$ cat src/rtl/seq_alu.sv
// Registered valid/ready ALU: ADD/SUB/AND/XOR/SLL/SRL/SRA with carry, sign, overflow and zero flags.
// Define SEQ_ALU_MUL_EN to enable the iterative unsigned shift-add MUL on opcode 111.
module seq_alu #(
  parameter int WIDTH = 32,
  parameter int SHW   = $clog2(WIDTH)
) (
  input  logic             clk,
  input  logic             rst,
  input  logic             in_valid,
  output logic             in_ready,
  input  logic [2:0]       alu_control,
  input  logic [WIDTH-1:0] operand0,
  input  logic [WIDTH-1:0] operand1,
  output logic             out_valid,
  input  logic             out_ready,
  output logic [WIDTH-1:0] ALUResult,
  output logic [WIDTH-1:0] result_hi,
  output logic             carryflag,
  output logic             signflag,
  output logic             overflowflag,
  output logic             zflag,
  output logic             illegal
);

  localparam int M = WIDTH - 1;
  localparam logic [1:0] S_IDLE = 2'd0;
  localparam logic [1:0] S_DONE = 2'd2;

  logic [1:0]       state_q, state_d;
  logic [WIDTH-1:0] res_q, res_d, hi_q, hi_d;
  logic             c_q, c_d, s_q, s_d, v_q, v_d, z_q, z_d, ill_q, ill_d;

  logic [WIDTH:0]   add_w, sub_w;
  logic [SHW-1:0]   shamt;
  logic [WIDTH-1:0] alu_res;
  logic             alu_c, alu_v, alu_ill;

  assign add_w = {1'b0, operand0} + {1'b0, operand1};
  assign sub_w = {1'b0, operand0} - {1'b0, operand1};
  assign shamt = operand1[SHW-1:0];

`ifdef SEQ_ALU_MUL_EN
  localparam logic [1:0] S_BUSY = 2'd1;
  logic [WIDTH-1:0] mcand_q, mcand_d, acc_hi_q, acc_hi_d, acc_lo_q, acc_lo_d, cnt_q, cnt_d;
  logic [WIDTH:0]   psum;
  logic [WIDTH-1:0] step_hi, step_lo;

  // Multiplier sits in the low half of the accumulator and is consumed LSB-first.
  assign psum    = {1'b0, acc_hi_q} + (acc_lo_q[0] ? {1'b0, mcand_q} : '0);
  assign step_hi = psum[WIDTH:1];
  assign step_lo = {psum[0], acc_lo_q[WIDTH-1:1]};
`endif

  always_comb begin
    alu_res = '0;
    alu_c   = 1'b0;
    alu_v   = 1'b0;
    alu_ill = 1'b0;
    case (alu_control)
      3'b000: begin
        alu_res = add_w[WIDTH-1:0];
        alu_c   = add_w[WIDTH];
        alu_v   = (operand0[M] == operand1[M]) && (add_w[M] != operand0[M]);
      end
      3'b001: begin
        alu_res = sub_w[WIDTH-1:0];
        alu_c   = ~sub_w[WIDTH];
        alu_v   = (operand0[M] != operand1[M]) && (sub_w[M] != operand0[M]);
      end
      3'b010: alu_res = operand0 & operand1;
      3'b011: alu_res = operand0 ^ operand1;
      3'b100: alu_res = operand0 << shamt;
      3'b101: alu_res = operand0 >> shamt;
      3'b110: alu_res = $signed(operand0) >>> shamt;
      default: begin
`ifndef SEQ_ALU_MUL_EN
        alu_ill = 1'b1;
`endif
      end
    endcase
  end

  always_comb begin
    state_d = state_q;
    res_d   = res_q;
    hi_d    = hi_q;
    c_d     = c_q;
    s_d     = s_q;
    v_d     = v_q;
    z_d     = z_q;
    ill_d   = ill_q;
`ifdef SEQ_ALU_MUL_EN
    mcand_d  = mcand_q;
    acc_hi_d = acc_hi_q;
    acc_lo_d = acc_lo_q;
    cnt_d    = cnt_q;
`endif
    case (state_q)
      S_IDLE: begin
        if (in_valid) begin
`ifdef SEQ_ALU_MUL_EN
          if (alu_control == 3'b111) begin
            mcand_d  = operand0;
            acc_hi_d = '0;
            acc_lo_d = operand1;
            cnt_d    = WIDTH'(WIDTH - 1);
            state_d  = S_BUSY;
          end else
`endif
          begin
            res_d   = alu_res;
            hi_d    = '0;
            c_d     = alu_c;
            v_d     = alu_v;
            s_d     = alu_res[M];
            z_d     = (alu_res == '0);
            ill_d   = alu_ill;
            state_d = S_DONE;
          end
        end
      end
`ifdef SEQ_ALU_MUL_EN
      S_BUSY: begin
        acc_hi_d = step_hi;
        acc_lo_d = step_lo;
        cnt_d    = cnt_q - WIDTH'(1);
        // The last step writes straight into the output registers.
        if (cnt_q == '0) begin
          res_d   = step_lo;
          hi_d    = step_hi;
          c_d     = 1'b0;
          v_d     = (step_hi != '0);
          s_d     = step_lo[M];
          z_d     = (step_lo == '0);
          ill_d   = 1'b0;
          state_d = S_DONE;
        end
      end
`endif
      S_DONE: begin
        if (out_ready) state_d = S_IDLE;
      end
      default: state_d = S_IDLE;
    endcase
  end

  always_ff @(posedge clk) begin
    if (!rst) begin
      state_q <= S_IDLE;
      res_q   <= '0;
      hi_q    <= '0;
      c_q     <= 1'b0;
      s_q     <= 1'b0;
      v_q     <= 1'b0;
      z_q     <= 1'b0;
      ill_q   <= 1'b0;
`ifdef SEQ_ALU_MUL_EN
      mcand_q  <= '0;
      acc_hi_q <= '0;
      acc_lo_q <= '0;
      cnt_q    <= '0;
`endif
    end else begin
      state_q <= state_d;
      res_q   <= res_d;
      hi_q    <= hi_d;
      c_q     <= c_d;
      s_q     <= s_d;
      v_q     <= v_d;
      z_q     <= z_d;
      ill_q   <= ill_d;
`ifdef SEQ_ALU_MUL_EN
      mcand_q  <= mcand_d;
      acc_hi_q <= acc_hi_d;
      acc_lo_q <= acc_lo_d;
      cnt_q    <= cnt_d;
`endif
    end
  end

  assign in_ready     = (state_q == S_IDLE);
  assign out_valid    = (state_q == S_DONE);
  assign ALUResult    = res_q;
  assign result_hi    = hi_q;
  assign carryflag    = c_q;
  assign signflag     = s_q;
  assign overflowflag = v_q;
  assign zflag        = z_q;
  assign illegal      = ill_q;

endmodule

$ cat config.mk
export PLATFORM = sky130hd
export DESIGN_NAME = seq_alu
export DESIGN_NICKNAME = d
export VERILOG_FILES = /design/src/rtl/seq_alu.sv
export SDC_FILE = /design/constraint.sdc
export NUM_CORES = 1
export LEC_CHECK = 0
export ABC_AREA = 1
export CELL_PAD_IN_SITES_DETAIL_PLACEMENT = 1
export CELL_PAD_IN_SITES_GLOBAL_PLACEMENT = 2
export CORE_MARGIN = 2
export CORE_UTILIZATION = 26
export CTS_CLUSTER_DIAMETER = 120
export CTS_CLUSTER_SIZE = 20
export DETAILED_ROUTE_END_ITERATION = 8
export PLACE_DENSITY_LB_ADDON = 0.1
export SYNTH_ARGS = -nofsm -noshare
export SYNTH_HDL_FRONTEND = slang
export SYNTH_SLANG_ARGS = --single-unit
$ cat constraint.sdc
create_clock -name clk -period 3.2 [get_ports clk]
set_input_delay 0.64 -clock clk [delete_from_list [all_inputs] [get_ports clk]]
set_output_delay 0.64 -clock clk [all_outputs]
set_load 0.03 [all_outputs]
==> results of run 1 <==
[cell families (layout without fill, tap and decap cells)]
kind of cell / Yosys count / after routing / synth area share
AOI/OAI and AO/OA: 214 / 214 / 0.107
adders and majority gates: 68 / 68 / 0.0782
buffers and inverters: 422 / 965 / 0.170
DFF: 37 / 37 / 0.0669
other: 1 / 33 / 0.000339
and+or+nand+nor: 1460 / 1460 / 0.577
[sequential cells by signal, indices dropped and copies added, names as in the netlist]
register and cells:
illegal 1, ALUResult 32, overflowflag 1, zflag 1
carryflag 1, state_q 1
[metrics by stage]
| step | std cells | hold slack (ps) |
|---|---|---|
| floorplan | 2233 | 594 |
| global placement | 3282 | 460 |
| detailed placement | 3282 | 473 |
| CTS | 3296 | 483 |
| global route | 3315 | 494 |
| finish | 3316 | 484 |
[power by group]
part           total (W)  switching (W)  internal [W]
clock           0.000522       0.000212      0.000310
combinational    0.00351        0.00212       0.00139
sequential      0.000524      0.0000235      0.000501
[layout make-up]
cell class / instances / area, um2
Multi-Input combinational cell: 1774 / 9860
Clock inverter: 2 / 13.8
Antenna cell: 1 / 2.50
Sequential cell: 37 / 741
Timing Repair Buffer: 666 / 5530
Clock buffer: 6 / 139
Tap cell: 539 / 674
Fill cell: 5753 / 23900
Inverter: 291 / 1100
[critical path: cells and delay by family]
| family | cells | cell delay [ps] |
|---|---|---|
| AO/OA/AOI/OAI | 1 | 150 |
| adder cells (fa/ha/maj) | 1 | 320 |
| AND/OR/NAND/NOR | 14 | 1460 |
| buffers and inverters | 4 | 770 |
[synth_stat cells, types with 2 or more instances]
master	instances	share of area
dfxtp_1	37	0.067
clkbuf_1	21	0.0071
ha_1	66	0.075
nand2_1	660	0.22
nor2_2	6	0.0034
buf_4	41	0.028
and2_1	7	0.0040
nand2_2	25	0.014
nand4_1	27	0.015
and3_1	3	0.0017
o21bai_1	8	0.0054
nor3_1	11	0.0050
nor4_1	3	0.0017
o211ai_1	12	0.0081
o21ai_0	69	0.031
nand3b_1	2	0.0014
a221oi_1	2	0.0016
buf_2	47	0.021
nand2_4	9	0.0092
clkinv_1	6	0.0020
nand3_2	9	0.0081
o21ai_1	16	0.0072
inv_2	14	0.0047
buf_1	11	0.0037
nand3_1	459	0.21
o22ai_1	7	0.0040
inv_1	269	0.091
a22oi_1	15	0.010
fa_1	2	0.0036
a31oi_1	2	0.0011
buf_6	9	0.0092
nor2_1	235	0.080
inv_4	2	0.0011
a21oi_1	81	0.037
[metal layers]
metal	GRT usage	up-vias	part of all wire	wire length [um]
met3	0.0532	128	0.063	4860
li1	-	8174	-	-
met1	0.462	8304	0.45	34900
met5	0	-	0.00013	10
met2	0.539	584	0.44	33900
met4	0.149	2	0.051	3990
[final timing paths]
kind	start	to	slack [ps]	cells past startpoint
worst max-delay path	operand0[3]	zflag	70	20
worst min-delay path	overflowflag	overflowflag	480	2
worst max register to register	state_q[1]	zflag	910	13
worst min register to register	overflowflag	overflowflag	480	2
[repair_timing]
item                                    in CTS  in global routing
pin swaps                                   13                 73
endpoints found under the hold margin        0                  0
resized for setup                          124                296
buffers inserted                             6                 19
endpoints found under the setup margin      23                 21
==> reports/qor.yml, run 1 <==
outcome: "finished clean"
num_vias: 17200
grt_pass1_vias: 17300
drtIter0Drc: 1345
die-width_um: 210
clock_sinks: 37
max_slew_margin: 0.433
remaining_drc_errors: 0
slowest_stage: "clkdlybuf4s50_1"
total_power_w: 0.00456
cts_buffers: 5
synthFlopType: "dfxtp_1"
fin_nets: 2914
syn_area_um2: 11100
period_needed_ps: 3130
synthArstFlopShare: 0
final_common_cell: "nand2_1"
cpMostUsedCell: "nand2_1"
routed_via_density: 5.18
slew_violations: 0
pin_count: 142
clkTransAtPathRegs_ps: 70
mostFrequentLayoutCells: "nand2_1, buf_4, nand3_1, inv_1, nor2_1"
finalWirelength_mm: 77.7
placed_cell_area_um2: 16300
yosysWarnings: 0
synth_cells: 2202
cp_data_required_time_ps: 3410
holdBufCountCts: 0
drtAntennaViolNets: 0
die_area_um2: 44200
track_usage: 0.342
crit_type: "input port to register"
finalSetupTns_ps: 0
p_leak_nw: 9.68
areaGrowthSynthToFinish_pct: 63.1
grt_overflow: 0
grt_pass1_wl_mm: 112
max_cap_violations: 0
avgSynthCellArea_um2: 5.03
worst_ir_drop_vdd_v: 0.000161
gp_congestion: 0.985
clockBufferDepth: 2
setup_ws_ps: 65.5
cp-start-kind: "input port"
die_h_um: 210
dp_slack_ps: -729
start_util: 0.264
tightest_slew_ps: 849
clock_skew_ps: 8.46
cp.arrival_ps: 3350
synth_edf_count: 0
final-hold-violation-count: 0
htreeDepth: 2
hold_class: "register to register"
clkLatencyLatePin_ps: 290
antenna_found_initial: 2
crit_path_cell_trace: "clkdlybuf4s50_1 > buf_6 > ha_4 > buf_6 > nand3_1 > nand2_2 > nand2_1 > nand3_1 > nand3_2 > nor2_2 > nand2_1 > clkinv_1 > nand2_1 > nor2_4 > nand2_1 > nor2_1 > nand2_1 > nor2_1 > nand3_1 > a21oi_1"
critical_path_peak_fanout: 7
post_drt_wl_per_cell_um: 23.4
design_area_um2: 18100
fmax_mhz: 319
grt_max_degree: 68
finalCritPeriodShare: 0.980
io_buffers: 109
slowest_delay_ps: 410
cp-end-kind: "register"
root_buffer: "clkbuf_16"
setup_viol: 0
core_area_um2: 41900
fin_util: 0.431
synth_seq_area_share: 0.0669
synthDistinctLibCells: 43
firstDrtPassIters: 5
drive_gt1_frac: 0.329
cts_tree: "built"
rows: 75
ys_seq_elements: 37
post-dp-hpwl_mm: 66.6
power_density_nw_per_um2: 252
(Power assumes the default switching activity.)
==> run 2: changes to the inputs <==
SKIP_LAST_GASP = 1   (was not set)
==> reports/qor.yml, run 2 (synthesis results as in run 1) <==
outcome: "finished clean"
cp.arrival_ps: 3350
p_leak_nw: 9.68
gp_congestion: 0.985
mostFrequentLayoutCells: "nand2_1, buf_4, nand3_1, inv_1, nor2_1"
fin_util: 0.430
die_area_um2: 44200
areaGrowthSynthToFinish_pct: 62.9
slew_violations: 0
clock_sinks: 37
drive_gt1_frac: 0.326
crit_type: "input port to register"
clkLatencyLatePin_ps: 290
power_density_nw_per_um2: 252
clockBufferDepth: 2
cp-end-kind: "register"
remaining_drc_errors: 0
start_util: 0.264
cts_tree: "built"
fin_nets: 2914
tightest_slew_ps: 863
grt_pass1_wl_mm: 112
track_usage: 0.342
hold_class: "register to register"
firstDrtPassIters: 5
finalCritPeriodShare: 0.980
period_needed_ps: 3140
worst_ir_drop_vdd_v: 0.000161
num_vias: 17200
die_h_um: 210
grt_pass1_vias: 17300
grt_overflow: 0
clock_skew_ps: 8.69
setup_viol: 0
cp-start-kind: "input port"
root_buffer: "clkbuf_16"
final-hold-violation-count: 0
routed_via_density: 5.18
cp_data_required_time_ps: 3410
cts_buffers: 5
htreeDepth: 2
drtAntennaViolNets: 0
antenna_found_initial: 2
placed_cell_area_um2: 16300
max_slew_margin: 0.424
r2r_setup_slack_ps: 900
finalWirelength_mm: 77.7
die-width_um: 210
post-dp-hpwl_mm: 66.6
max_cap_violations: 0
post_drt_wl_per_cell_um: 23.4
clkTransAtPathRegs_ps: 70
critical_path_peak_fanout: 7
rows: 75
pin_count: 142
final_common_cell: "nand2_1"
grt_max_degree: 68
io_buffers: 109
core_area_um2: 41900
hold_ws_ps: 485
design_area_um2: 18000
fmax_mhz: 319
largest_register_ffs: 32
drtIter0Drc: 1458
-- run 2: per-stage QoR --
stage / TNS, ps / power, W / instances / worst slack (ps)
2_1_floorplan: 0 / 0.00197 / 2233 / 208
3_3_place_gp: -11370 / 0.00359 / 3282 / -691
3_5_place_dp: -12900 / 0.00363 / 3282 / -729
4_1_cts: -36.7 / 0.00426 / 3296 / -19.3
5_1_grt: -42.8 / 0.00482 / 3315 / -42.8
6_report: 0 / 0.00455 / 3316 / 63.5
-- run 2: layout make-up --
class                           instances  area (um2)
Fill cell                            5755       23900
Multi-Input combinational cell       1774        9830
Timing Repair Buffer                  666        5530
Inverter                              291        1100
Sequential cell                        37         741
Tap cell                              539         674
Clock buffer                            6         139
Clock inverter                          2        13.8
Antenna cell                            1        2.50
-- run 2: worst paths after layout --
path,from,endpoint,cells past startpoint
min reg2reg,overflowflag,overflowflag,2
max,operand0[3],zflag,20
min,overflowflag,overflowflag,2
max reg2reg,state_q[1],zflag,13
-- run 2: per-layer routing --
layer	routed length (um)	track usage	vias up
met1	34900	0.462	8271
li1	-	-	8176
met5	10	0	-
met2	33900	0.539	598
met3	4960	0.0532	125
met4	3980	0.149	2
-- run 2: worst max-delay path, cell delays in order --
cell	delay, ps
clkdlybuf4s50_1	410
buf_6	150
ha_4	320
buf_6	160
nand3_1	120
nand2_2	130
nand2_1	60
nand3_1	80
nand3_2	120
nor2_2	190
nand2_1	70
clkinv_1	50
nand2_1	90
nor2_4	160
nand2_1	70
nor2_1	110
nand2_1	60
nor2_1	110
nand3_1	80
a21oi_1	150
-- run 2: timing repair --
action | CTS | global route
hold buffers | 0 | 0
setup buffers | 6 | 19
setup endpoints to repair | 23 | 21
resized for setup | 123 | 289
pin swaps | 13 | 71
-- run 2: where the power goes --
part	internal [W]	total (W)	switching, W
Sequential	0.000500	0.000524	0.0000234
Combinational	0.00139	0.00350	0.00211
Clock	0.000310	0.000523	0.000213
Total	0.00220	0.00455	0.00235
==> run 3: changes to the inputs <==
GPL_ROUTABILITY_DRIVEN = 1   (was not set)
HOLD_SLACK_MARGIN = 0.03   (was not set)
SKIP_LAST_GASP = not set   (was 1)
==> results of run 3 <==
The final DEF is identical to that of run 1; final timing and power are the same.
